File: src/rtl/uart_rx_deframer.sv
`default_nettype none
// ============================================================================
// Module   : uart_rx_deframer
// Purpose  : 16x-oversampled 8N1 UART receiver with valid/ready byte output,
//            framing-error and overrun pulses. Define UART_RX_PARITY_EN for 8E1.
// Revision : 1.0
// ============================================================================
module uart_rx_deframer #(
  parameter int CLOCK_FREQ = 30000000,
  parameter int BAUD_RATE  = 115200,
  parameter int OVERSAMPLE = 16
) (
  input  logic       clk,
  input  logic       rst_n,
  input  logic       rx,
  output logic [7:0] rx_data,
  output logic       rx_valid,
  input  logic       rx_ready,
  output logic       frame_err,
  output logic       overrun,
  output logic       parity_err,
  output logic       busy
);

  localparam int DIV = CLOCK_FREQ / (BAUD_RATE * OVERSAMPLE);
  localparam int CW  = (DIV > 1) ? $clog2(DIV) : 1;
  localparam int SW  = (OVERSAMPLE > 1) ? $clog2(OVERSAMPLE) : 1;
  localparam logic [CW-1:0] C_DIV_LAST = CW'(DIV - 1);
  localparam logic [SW-1:0] C_S_LAST   = SW'(OVERSAMPLE - 1);
  localparam logic [SW-1:0] C_S_A      = SW'(OVERSAMPLE / 2 - 1);
  localparam logic [SW-1:0] C_S_B      = SW'(OVERSAMPLE / 2);
  localparam logic [SW-1:0] C_S_MID    = SW'(OVERSAMPLE / 2 + 1);

`ifdef UART_RX_PARITY_EN
  typedef enum logic [2:0] {
    S_IDLE      = 3'd0,
    S_START     = 3'd1,
    S_DATA      = 3'd2,
    S_STOP      = 3'd3,
    S_WAIT_HIGH = 3'd4,
    S_PARITY    = 3'd5
  } state_t;
`else
  typedef enum logic [2:0] {
    S_IDLE      = 3'd0,
    S_START     = 3'd1,
    S_DATA      = 3'd2,
    S_STOP      = 3'd3,
    S_WAIT_HIGH = 3'd4
  } state_t;
`endif

  state_t          r_state;
  logic            r_sync1;
  logic            r_sync2;
  logic [CW-1:0]   r_tick_cnt;
  logic [SW-1:0]   r_s;
  logic            r_samp_a;
  logic            r_samp_b;
  logic [2:0]      r_bit;
  logic [7:0]      r_shift;
  logic            r_commit;
  logic [7:0]      r_rx_data;
  logic            r_rx_valid;
  logic            r_frame_err;
  logic            r_overrun;
  logic            r_parity_err;
  logic            r_busy;

  logic            w_rxs;
  logic            w_tick;
  logic            w_mid;
  logic            w_end;
  logic            w_maj;
  logic            w_par_ok;

  assign w_rxs  = r_sync2;
  assign w_tick = (r_tick_cnt == C_DIV_LAST);
  assign w_mid  = w_tick && (r_s == C_S_MID);
  assign w_end  = w_tick && (r_s == C_S_LAST);
  // The third sample is taken live so the decision lands on the same tick.
  assign w_maj  = (r_samp_a & r_samp_b) | (r_samp_a & w_rxs) | (r_samp_b & w_rxs);

`ifdef UART_RX_PARITY_EN
  logic r_par_bit;
  assign w_par_ok = ~(^{r_shift, r_par_bit});
`else
  assign w_par_ok = 1'b1;
`endif

  assign rx_data    = r_rx_data;
  assign rx_valid   = r_rx_valid;
  assign frame_err  = r_frame_err;
  assign overrun    = r_overrun;
  assign parity_err = r_parity_err;
  assign busy       = r_busy;

  always_ff @(posedge clk or negedge rst_n) begin
    if (!rst_n) begin
      r_sync1 <= 1'b1;
      r_sync2 <= 1'b1;
    end else begin
      r_sync1 <= rx;
      r_sync2 <= r_sync1;
    end
  end

  // Held at zero in IDLE so the tick phase restarts on every start edge.
  always_ff @(posedge clk or negedge rst_n) begin
    if (!rst_n) begin
      r_tick_cnt <= '0;
      r_s        <= '0;
      r_samp_a   <= 1'b1;
      r_samp_b   <= 1'b1;
    end else if (r_state == S_IDLE) begin
      r_tick_cnt <= '0;
      r_s        <= '0;
    end else if (w_tick) begin
      r_tick_cnt <= '0;
      r_s        <= (r_s == C_S_LAST) ? '0 : r_s + 1'b1;
      if (r_s == C_S_A) r_samp_a <= w_rxs;
      if (r_s == C_S_B) r_samp_b <= w_rxs;
    end else begin
      r_tick_cnt <= r_tick_cnt + 1'b1;
    end
  end

  always_ff @(posedge clk or negedge rst_n) begin
    if (!rst_n) begin
      r_state      <= S_IDLE;
      r_busy       <= 1'b0;
      r_bit        <= 3'd0;
      r_shift      <= 8'd0;
      r_commit     <= 1'b0;
      r_rx_data    <= 8'd0;
      r_rx_valid   <= 1'b0;
      r_frame_err  <= 1'b0;
      r_overrun    <= 1'b0;
      r_parity_err <= 1'b0;
`ifdef UART_RX_PARITY_EN
      r_par_bit    <= 1'b0;
`endif
    end else begin
      r_commit     <= 1'b0;
      r_frame_err  <= 1'b0;
      r_overrun    <= 1'b0;
      r_parity_err <= 1'b0;

      // A consumer taking the old byte in the commit cycle frees the slot.
      if (r_commit) begin
        if (!r_rx_valid || rx_ready) begin
          r_rx_data  <= r_shift;
          r_rx_valid <= 1'b1;
        end else begin
          r_overrun  <= 1'b1;
        end
      end else if (r_rx_valid && rx_ready) begin
        r_rx_valid <= 1'b0;
      end

      case (r_state)
        S_IDLE: begin
          if (!w_rxs) begin
            r_state <= S_START;
            r_busy  <= 1'b1;
          end
        end
        S_START: begin
          if (w_mid && w_maj) begin
            r_state <= S_IDLE;
            r_busy  <= 1'b0;
          end else if (w_end) begin
            r_state <= S_DATA;
            r_bit   <= 3'd0;
          end
        end
        S_DATA: begin
          if (w_mid) r_shift <= {w_maj, r_shift[7:1]};
          if (w_end) begin
            if (r_bit == 3'd7) begin
`ifdef UART_RX_PARITY_EN
              r_state <= S_PARITY;
`else
              r_state <= S_STOP;
`endif
            end else begin
              r_bit <= r_bit + 3'd1;
            end
          end
        end
`ifdef UART_RX_PARITY_EN
        S_PARITY: begin
          if (w_mid) r_par_bit <= w_maj;
          if (w_end) r_state <= S_STOP;
        end
`endif
        S_STOP: begin
          // Decide at mid-stop so the next start edge is never missed.
          if (w_mid) begin
            if (w_maj) begin
              if (w_par_ok) r_commit     <= 1'b1;
              else          r_parity_err <= 1'b1;
              r_state <= S_IDLE;
              r_busy  <= 1'b0;
            end else begin
              r_frame_err  <= 1'b1;
              r_parity_err <= ~w_par_ok;
              r_state      <= S_WAIT_HIGH;
            end
          end
        end
        S_WAIT_HIGH: begin
          if (w_rxs) begin
            r_state <= S_IDLE;
            r_busy  <= 1'b0;
          end
        end
        default: begin
          r_state <= S_IDLE;
          r_busy  <= 1'b0;
        end
      endcase
    end
  end

endmodule
`default_nettype wire
File: config.mk
export PLATFORM = sky130hd
export DESIGN_NAME = uart_rx_deframer
export DESIGN_NICKNAME = d
export VERILOG_FILES = /design/src/rtl/uart_rx_deframer.sv
export SDC_FILE = /design/constraint.sdc
export NUM_CORES = 1
export LEC_CHECK = 0
export ABC_CLOCK_PERIOD_IN_PS = 1800
export CAP_MARGIN = 20
export CORE_MARGIN = 2
export CORE_UTILIZATION = 50
export CTS_CLUSTER_SIZE = 30
export DETAILED_ROUTE_END_ITERATION = 10
export PLACE_DENSITY = 0.74
export SYNTH_ARGS = -nofsm -noshare
export SYNTH_HDL_FRONTEND = slang
export SYNTH_SLANG_ARGS = --single-unit
File: constraint.sdc
create_clock -name clk -period 1.8 [get_ports clk]
set_input_delay 0.18 -clock clk [delete_from_list [all_inputs] [get_ports clk]]
set_output_delay 0.18 -clock clk [all_outputs]
set_load 0.01 [all_outputs]
# Yosys cells after proc, flatten, opt, wreduce, memory -nomap -nowiden
# Index checks and enable logic that the tools add are counted.
totals:
  ff_bits: 39
  inputBits: 4
  out_inout_bits: 13
  word_cells: 101
op_classes:
  n_mux: 36
  n_bitwise: 7
  n_addsub: 3
  n_eq_ne: 22
  reduce_logical: 18
ops:
  columns: ["operator", "count"]
  rows:
  - ["$mux 3", 12]
  - ["$mux 4", 5]
  - ["$ne 2x2->1 const B", 10]
  - ["$eq 4x4->1 const B", 4]
  - ["$mux 1", 16]
  - ["$pmux 3 s5", 1]
  - ["$reduce_and 6->1", 2]
  - ["$add 4x1->4 const B", 2]
  - ["$eq 3x2->1 const B", 2]
  - ["$eq 3x3->1 const B", 2]
  - ["$pmux 3 s2", 1]
  - ["$reduce_and 2->1", 3]
  - ["$reduce_and 3->1", 2]
  - ["$reduce_bool 2->1", 3]
  - ["$pmux 1 s5", 1]
  - ["$reduce_and 5->1", 1]
  - ["$eq 4x3->1 const B", 1]
  - ["$logic_and 1x1->1", 4]
  - ["$add 3x1->3 const B", 1]
  - ["$and 1x1->1", 3]
  - ["$eq 3x1->1 const B", 1]
  - ["$logic_not 3->1", 1]
  - ["$ne 3x3->1 const B", 1]
  - ["$ne 2x1->1 const B", 1]
  - ["other kinds (4)", 6]

# Longest topological paths before layout
# Gate-level depths: netlist of run 1.
depth:
  depth_word: 6
  depth_mapped: 5
  mapped_depth_nobuf: 5

# Worst setup path before layout of run 1
# OpenSTA, ideal clock, no wires.
synth_path:
  path_type: "reg-to-reg"
  from: "register r_tick_cnt[0]"
  to: "register r_shift[0]"
  arrival_time_ps: 1675
  stages_incl_launch_ff: 5
  required_time_ps: 1675
  synth_period_minus_slack_ps: 1799
  setup_time_ps: 125
  n_path_buf: 0
  setup_slack_ps: 1
  path_cell_list: "dfrtp_1 -> ha_1 -> nand4_1 -> nor4b_4 -> mux2_2"
synth_between:
  elab_chain_len: 3
synth_rtl:
  columns: ["item", "line_no", "rtl"]
  rows:
  - ["from (decl)", "56", "logic [CW-1:0] r_tick_cnt;"]
  - ["from (signal assigned)", "124", "r_tick_cnt <= r_tick_cnt + 1'b1;"]
  - ["$eq 4x4->1", "78", "assign w_tick = (r_tick_cnt == C_DIV_LAST);"]
  - ["$logic_and 1x1->1", "79", "assign w_mid = w_tick && (r_s == C_S_MID);"]
  - ["$reduce_and 2->1 (no line)", null, null]
  - ["to (signal assigned)", "178", "if (w_mid) r_shift <= {w_maj, r_shift[7:1]};"]
  - ["to (decl)", "61", "logic [7:0] r_shift;"]
# No other way between the ends.
# A chain may end at the register's enable or synchronous reset.

# Worst setup path in the final report of run 1
layout_path:
  from: "register r_tick_cnt[0]"
  to: "register r_samp_a"
layout_between:
  elab_chain_len: 2
layout_rtl:
  columns: ["item", "line_no", "rtl"]
  rows:
  - ["$eq 4x4->1", "78", null]
  - ["$reduce_and 3->1 (no line)", null, null]
  - ["to (signal assigned)", "121", "if (r_s == C_S_A) r_samp_a <= w_rxs;"]
  - ["to (decl)", "58", "logic r_samp_a;"]
# No other way between the ends.

==> results of run 1 <==
critical path, cell delays in order, from the launching register on:
cell,delay [ns]
dfrtp_1,0.40
ha_1,0.18
buf_4,0.15
nand3_1,0.16
nor4_1,0.37
mux2_2,0.38
through the flow:
stage,std cells,setup WS [ns]
global route,219,-0.0194
CTS,216,0.0388
finish,219,0.109
detailed placement,207,0.0557
global placement,207,0.109
floorplan,144,0.000554
cell families after synthesis:
family | Yosys count | share of synthesized area [%]
AND/OR/NAND/NOR | 44 | 15.5
flip-flops | 39 | 55.1
multiplexers | 21 | 13.3
AO/OA/AOI/OAI | 18 | 6.81
buffers and inverters | 12 | 3.37
adder cells (fa/ha/maj) | 7 | 4.78
XOR/XNOR | 2 | 0.983
other | 1 | 0.210
flip-flops by register name, summed over array words and instances (netlist names), 3 cells and up:
| register | flops |
|---|---|
| r_bit | 3 |
| r_s | 4 |
| r_shift | 8 |
| r_state | 3 |
| r_tick_cnt | 4 |
| rx_data | 8 |
per-layer routing:
| layer | vias up | track usage [%] |
|---|---|---|
| met5 | - | 0 |
| met4 | 0 | 8.15 |
| met3 | 4 | 5.54 |
| met2 | 42 | 28.6 |
| met1 | 608 | 23.9 |
| li1 | 565 | - |
how the worst max path moves through the flow:
stage | start | slack, ns | to | depth (start not counted)
floorplan | r_tick_cnt[0] | 0.0006 | r_shift[0] | 4
global placement | r_tick_cnt[0] | 0.11 | r_bit[0] | 5
detailed placement | r_tick_cnt[0] | 0.06 | r_bit[2] | 5
CTS | r_tick_cnt[0] | 0.04 | r_bit[2] | 5
global route | r_tick_cnt[0] | -0.02 | r_samp_a | 5
finish | r_tick_cnt[0] | 0.11 | r_samp_a | 5
timing repair:
item	CTS	global route
hold buffers	1	0
resized for setup	0	4
setup buffers	0	3
endpoints found under the hold margin	22	0
endpoints found under the setup margin	0	12
Yosys cell counts (all sizes together):
cell type / count
buf: 5
nor4b: 3
ha: 6
o31a: 1
xnor2: 1
nor3b: 1
o2bb2ai: 1
conb: 1
a22o: 1
or3b: 1
nor3: 3
o21ai: 2
clkbuf: 2
nand3: 3
o211ai: 2
mux2: 21
xor2: 1
nand4b: 1
nor2b: 1
maj3: 1
nand4: 3
nor4: 1
nand2: 8
or2b: 1
nand2b: 1
or3: 2
and3b: 1
nor2: 7
and2b: 2
o31ai: 1
and3: 4
a21oi: 7
inv: 5
dfrtp: 35
nand3b: 1
a41o: 1
dfstp: 4
a31o: 1
a311oi: 1
power by group through the flow:
stage	clock (mW)	sequential [mW]	combinational (mW)
2_1_floorplan	0	0.898	0.00488
3_3_place_gp	0	0.898	0.0284
3_5_place_dp	0	0.898	0.0294
4_1_cts	0.728	0.882	0.0312
5_1_grt	0.771	0.882	0.0350
6_report	0.705	0.882	0.0298
area by class of cell:
cell class | count | area (µm²) | share of cell area, %
sequential | 39 | 981 | 45.4
multi-input combinational | 93 | 752 | 34.8
timing repair buffer | 28 | 249 | 11.5
clock inverter | 2 | 60.1 | 2.78
tap | 46 | 57.6 | 2.67
clock buffer | 6 | 41.3 | 1.91
inverter | 5 | 18.8 | 0.869
==> impl_metrics.env, run 1 <==
export IMPL_fp_dieH_um=63.7
export IMPL_crit_fanout=6
export IMPL_r2r_start="r_tick_cnt[0]"
export IMPL_nFillCells=243
export IMPL_worstHoldStart="rx"
export IMPL_start_util_pct=52.6
export IMPL_slew_violations=0
export IMPL_place_port_buffers=15
export IMPL_switching_power_mw=0.293
export IMPL_yosys_warnings=0
export IMPL_drc=0
export IMPL_wl_um=3120
export IMPL_antenna_found_initial=0
export IMPL_synth_seq_area_share_pct=55.1
export IMPL_slew_headroom_pct=61.1
export IMPL_r2r_slack_ns=0.11
export IMPL_ir_drop_mv=0.446
export IMPL_p_seq_share_pct=54.5
export IMPL_synth_top_area_cell="dfrtp_1"
export IMPL_finalNetCount=182
export IMPL_hold_depth=1
export IMPL_avgSynthCellArea_um2=12.4
export IMPL_syn_nets=154
export IMPL_worstMarginPinSlew_ns=0.584
export IMPL_intPower_mw=1.32
export IMPL_p_leak_nw=1.02
export IMPL_core_mm2=0.00339
export IMPL_p_clk_share_pct=43.6
export IMPL_die_width_um=63.7
export IMPL_cp_start_kind="flop"
export IMPL_grt_ovfl_total=0
export IMPL_ios=17
export IMPL_post_route_util_pct=63.7
export IMPL_wl_per_cell_um=14.3
export IMPL_swShare_pct=18.1
export IMPL_area_growth_pct=21.2
export IMPL_synth_cells=144
export IMPL_clock_sinks=39
export IMPL_vias_per_cell=5.57
export IMPL_dieArea_mm2=0.00406
export IMPL_clk_path_buf_depth=2
export IMPL_wl_met2_um=1530
export IMPL_clk_pin_slew_worst_paths_ns=0.11
export IMPL_setup_viol=0
export IMPL_cap_violations=0
export IMPL_post_dp_hpwl_um=2280
export IMPL_fmax_ghz=0.591
export IMPL_dr_total_vias=1219
export IMPL_worst_ep_required_time_ns=2.08
export IMPL_tns_ns=0
export IMPL_synth_cell_types=43
export IMPL_pwr_density_cell_mw_per_mm2=748
export IMPL_drt_iter0_markers=36
export IMPL_synthTopCellsByArea="dfrtp_1 (49%), mux2_2 (13%), dfstp_2 (5.9%), ha_1 (4.2%), a21oi_1 (2.0%)"
export IMPL_cts_tree="done"
export IMPL_layout_drive_gt1_share_pct=30.6
export IMPL_yosysTopAreaCellShare_pct=49.2
export IMPL_critPathKind="flop to flop"
export IMPL_p_comb_share_pct=1.8
export IMPL_grt_pass1_wl_um=5660
export IMPL_cts_max_level=2
export IMPL_routabilityCongestion=0.809
export IMPL_ant_nets=0
export IMPL_track_usage_pct=18.4
export IMPL_synth_seq_cells=39
export IMPL_fin_crit_sh_pct=94.0
export IMPL_min_period_ns=1.69
export IMPL_rows=21
export IMPL_synth_area_mm2=0.00178
export IMPL_rr_endpoint="r_samp_a"
export IMPL_mostFrequentLayoutCells="dfrtp_1 (35), mux2_2 (21), clkdlybuf4s50_1 (14)"
export IMPL_placed_area_mm2=0.00201
export IMPL_grt_pass1_vias=1225
export IMPL_hold_viol=0
export IMPL_min_path_type="input pin to flop"
export IMPL_final_common_cell="dfrtp_1"
export IMPL_clk_latency_ns=0.34
export IMPL_reg2reg_depth=5
export IMPL_cts_root_buf="clkbuf_4"
export IMPL_total_power_mw=1.62
export IMPL_outcome="complete, no violations"
export IMPL_cts_made_buffers=5
export IMPL_skew_ns=0.00647
export IMPL_wl_met3_um=172
export IMPL_drt_met1_wl_um=1380
export IMPL_grt_max_degree=28
export IMPL_arrival_ns=1.97
export IMPL_finalInstanceArea_mm2=0.00216
export IMPL_min_to="r_sync1"
export IMPL_diodes=0
export IMPL_timing_hold_ws_ns=0.231
export IMPL_crit_path_end_kind="flop"
export IMPL_dr_pass1_iters=4
export IMPL_top_layer_used="met4"
Note: power is estimated with default switching activity, not from simulation.
==> inputs of run 2 (changes only) <==
--- a/config.mk
+++ b/config.mk
@@ -7,6 +7,7 @@
 export LEC_CHECK = 0
 export ABC_CLOCK_PERIOD_IN_PS = 1800
 export CAP_MARGIN = 20
+export CORE_ASPECT_RATIO = 1.1
 export CORE_MARGIN = 2
 export CORE_UTILIZATION = 50
 export CTS_CLUSTER_SIZE = 30
==> impl_metrics.env, run 2 (synthesis gave the netlist of run 1 again) <==
export IMPL_cap_violations=0
export IMPL_grt_pass1_vias=1239
export IMPL_swShare_pct=22.0
export IMPL_tns_ns=0
export IMPL_grt_max_degree=40
export IMPL_finalNetCount=179
export IMPL_place_port_buffers=15
export IMPL_finalInstanceArea_mm2=0.00208
export IMPL_cts_max_level=2
export IMPL_diodes=0
export IMPL_timing_hold_ws_ns=0.243
export IMPL_drt_iter0_markers=64
export IMPL_nFillCells=285
export IMPL_ir_drop_mv=0.561
export IMPL_pwr_density_cell_mw_per_mm2=641
export IMPL_wl_per_cell_um=14.2
export IMPL_cts_tree="done"
export IMPL_mostFrequentLayoutCells="dfrtp_1 (35), mux2_2 (21), clkdlybuf4s50_1 (14)"
export IMPL_start_util_pct=52.6
export IMPL_antenna_found_initial=0
export IMPL_dr_total_vias=1166
export IMPL_critPathKind="flop to flop"
export IMPL_clock_sinks=39
export IMPL_cts_root_buf="clkbuf_4"
export IMPL_crit_fanout=3
export IMPL_ant_nets=0
export IMPL_worst_ep_required_time_ns=2.03
export IMPL_grt_pass1_wl_um=5520
export IMPL_clk_path_buf_depth=2
export IMPL_final_common_cell="dfrtp_1"
export IMPL_track_usage_pct=18.2
export IMPL_fmax_ghz=0.581
export IMPL_fin_crit_sh_pct=95.7
export IMPL_p_clk_share_pct=31.8
export IMPL_dieArea_mm2=0.00406
export IMPL_rows=22
export IMPL_area_growth_pct=16.8
export IMPL_p_comb_share_pct=2.1
export IMPL_wl_um=3090
export IMPL_layout_drive_gt1_share_pct=28.2
export IMPL_post_dp_hpwl_um=2220
export IMPL_drc=0
export IMPL_ios=17
export IMPL_switching_power_mw=0.294
export IMPL_cp_start_kind="flop"
export IMPL_post_route_util_pct=61.5
export IMPL_slew_violations=0
export IMPL_regArea_um2=981
export IMPL_multiInputGateArea_um2=741
export IMPL_intPower_mw=1.04
export IMPL_cts_made_buffers=5
export IMPL_arrival_ns=1.95
export IMPL_outcome="complete, no violations"
export IMPL_routabilityCongestion=0.763
export IMPL_vias_per_cell=5.35
export IMPL_grt_ovfl_total=0
export IMPL_hold_viol=0
export IMPL_crit_path_end_kind="flop"
export IMPL_min_path_type="input pin to flop"
export IMPL_skew_ns=0.0139
export IMPL_p_seq_share_pct=66.1
export IMPL_rsz0062_at_grt="no"
export IMPL_fp_dieH_um=66.6
export IMPL_clk_pin_slew_worst_paths_ns=0.10
export IMPL_die_width_um=60.9
export IMPL_clk_latency_ns=0.34
export IMPL_dr_pass1_iters=4
export IMPL_p_leak_nw=0.983
export IMPL_placed_area_mm2=0.00201
export IMPL_min_period_ns=1.72
export IMPL_core_mm2=0.00339
export IMPL_setup_viol=0
-- run 2: metal layers --
| metal | routed length, µm | vias up | track usage, % |
|---|---|---|---|
| met3 | 90 | 4 | 5.44 |
| met1 | 1320 | 591 | 22.0 |
| met2 | 1650 | 12 | 30.6 |
| li1 | - | 559 | - |
| met5 | 0 | - | 0 |
| met4 | 29 | 0 | 5.71 |
-- run 2: worst max-delay path: stages (launching register included) --
cell	delay [ns]
dfrtp_1	0.41
ha_1	0.21
ha_1	0.21
nor4b_1	0.27
o211ai_1	0.20
mux2_2	0.32
-- run 2: final timing paths --
| path | startpoint | to | slack [ns] | cells past startpoint |
|---|---|---|---|---|
| min in group asynchronous | rst_n | busy | 0.40 | 3 |
| hold / removal | rx | r_sync1 | 0.24 | 1 |
| hold reg to reg | r_sync1 | r_sync2 | 0.36 | 0 |
| max in group asynchronous | rst_n | r_sync1 | 1.02 | 3 |
| setup reg to reg | r_bit[0] | r_bit[1] | 0.08 | 5 |
| setup / recovery | r_bit[0] | r_bit[1] | 0.08 | 5 |
-- run 2: timing repair --
action	CTS	global route
endpoints found under the setup margin	0	8
hold buffers	1	0
endpoints found under the hold margin	35	0
setup buffers	0	1
gates resized for setup	0	1
-- run 2: area by class of cell --
class | count | area share (%)
Inverter | 5 | 0.902
Multi-Input combinational cell | 93 | 35.6
Clock buffer | 6 | 1.98
Sequential cell | 39 | 47.1
Tap cell | 48 | 2.89
Timing Repair Buffer | 25 | 10.9
Clock inverter | 2 | 0.601
-- run 2: through the flow --
step	power, mW	worst slack (ns)	cells
3_5_place_dp	0.926	0.0864	208
5_1_grt	1.40	0.00698	218
2_1_floorplan	0.903	0.000554	144
3_3_place_gp	0.925	0.143	208
4_1_cts	1.36	0.0610	217
6_report	1.33	0.0777	218
-- run 2: power by group through the flow --
stage | Combinational, mW | Sequential (mW) | Clock, mW
floorplan | 0.00488 | 0.898 | 0
global placement | 0.0269 | 0.898 | 0
detailed placement | 0.0280 | 0.898 | 0
CTS | 0.0295 | 0.882 | 0.445
global route | 0.0330 | 0.882 | 0.485
finish | 0.0279 | 0.882 | 0.424
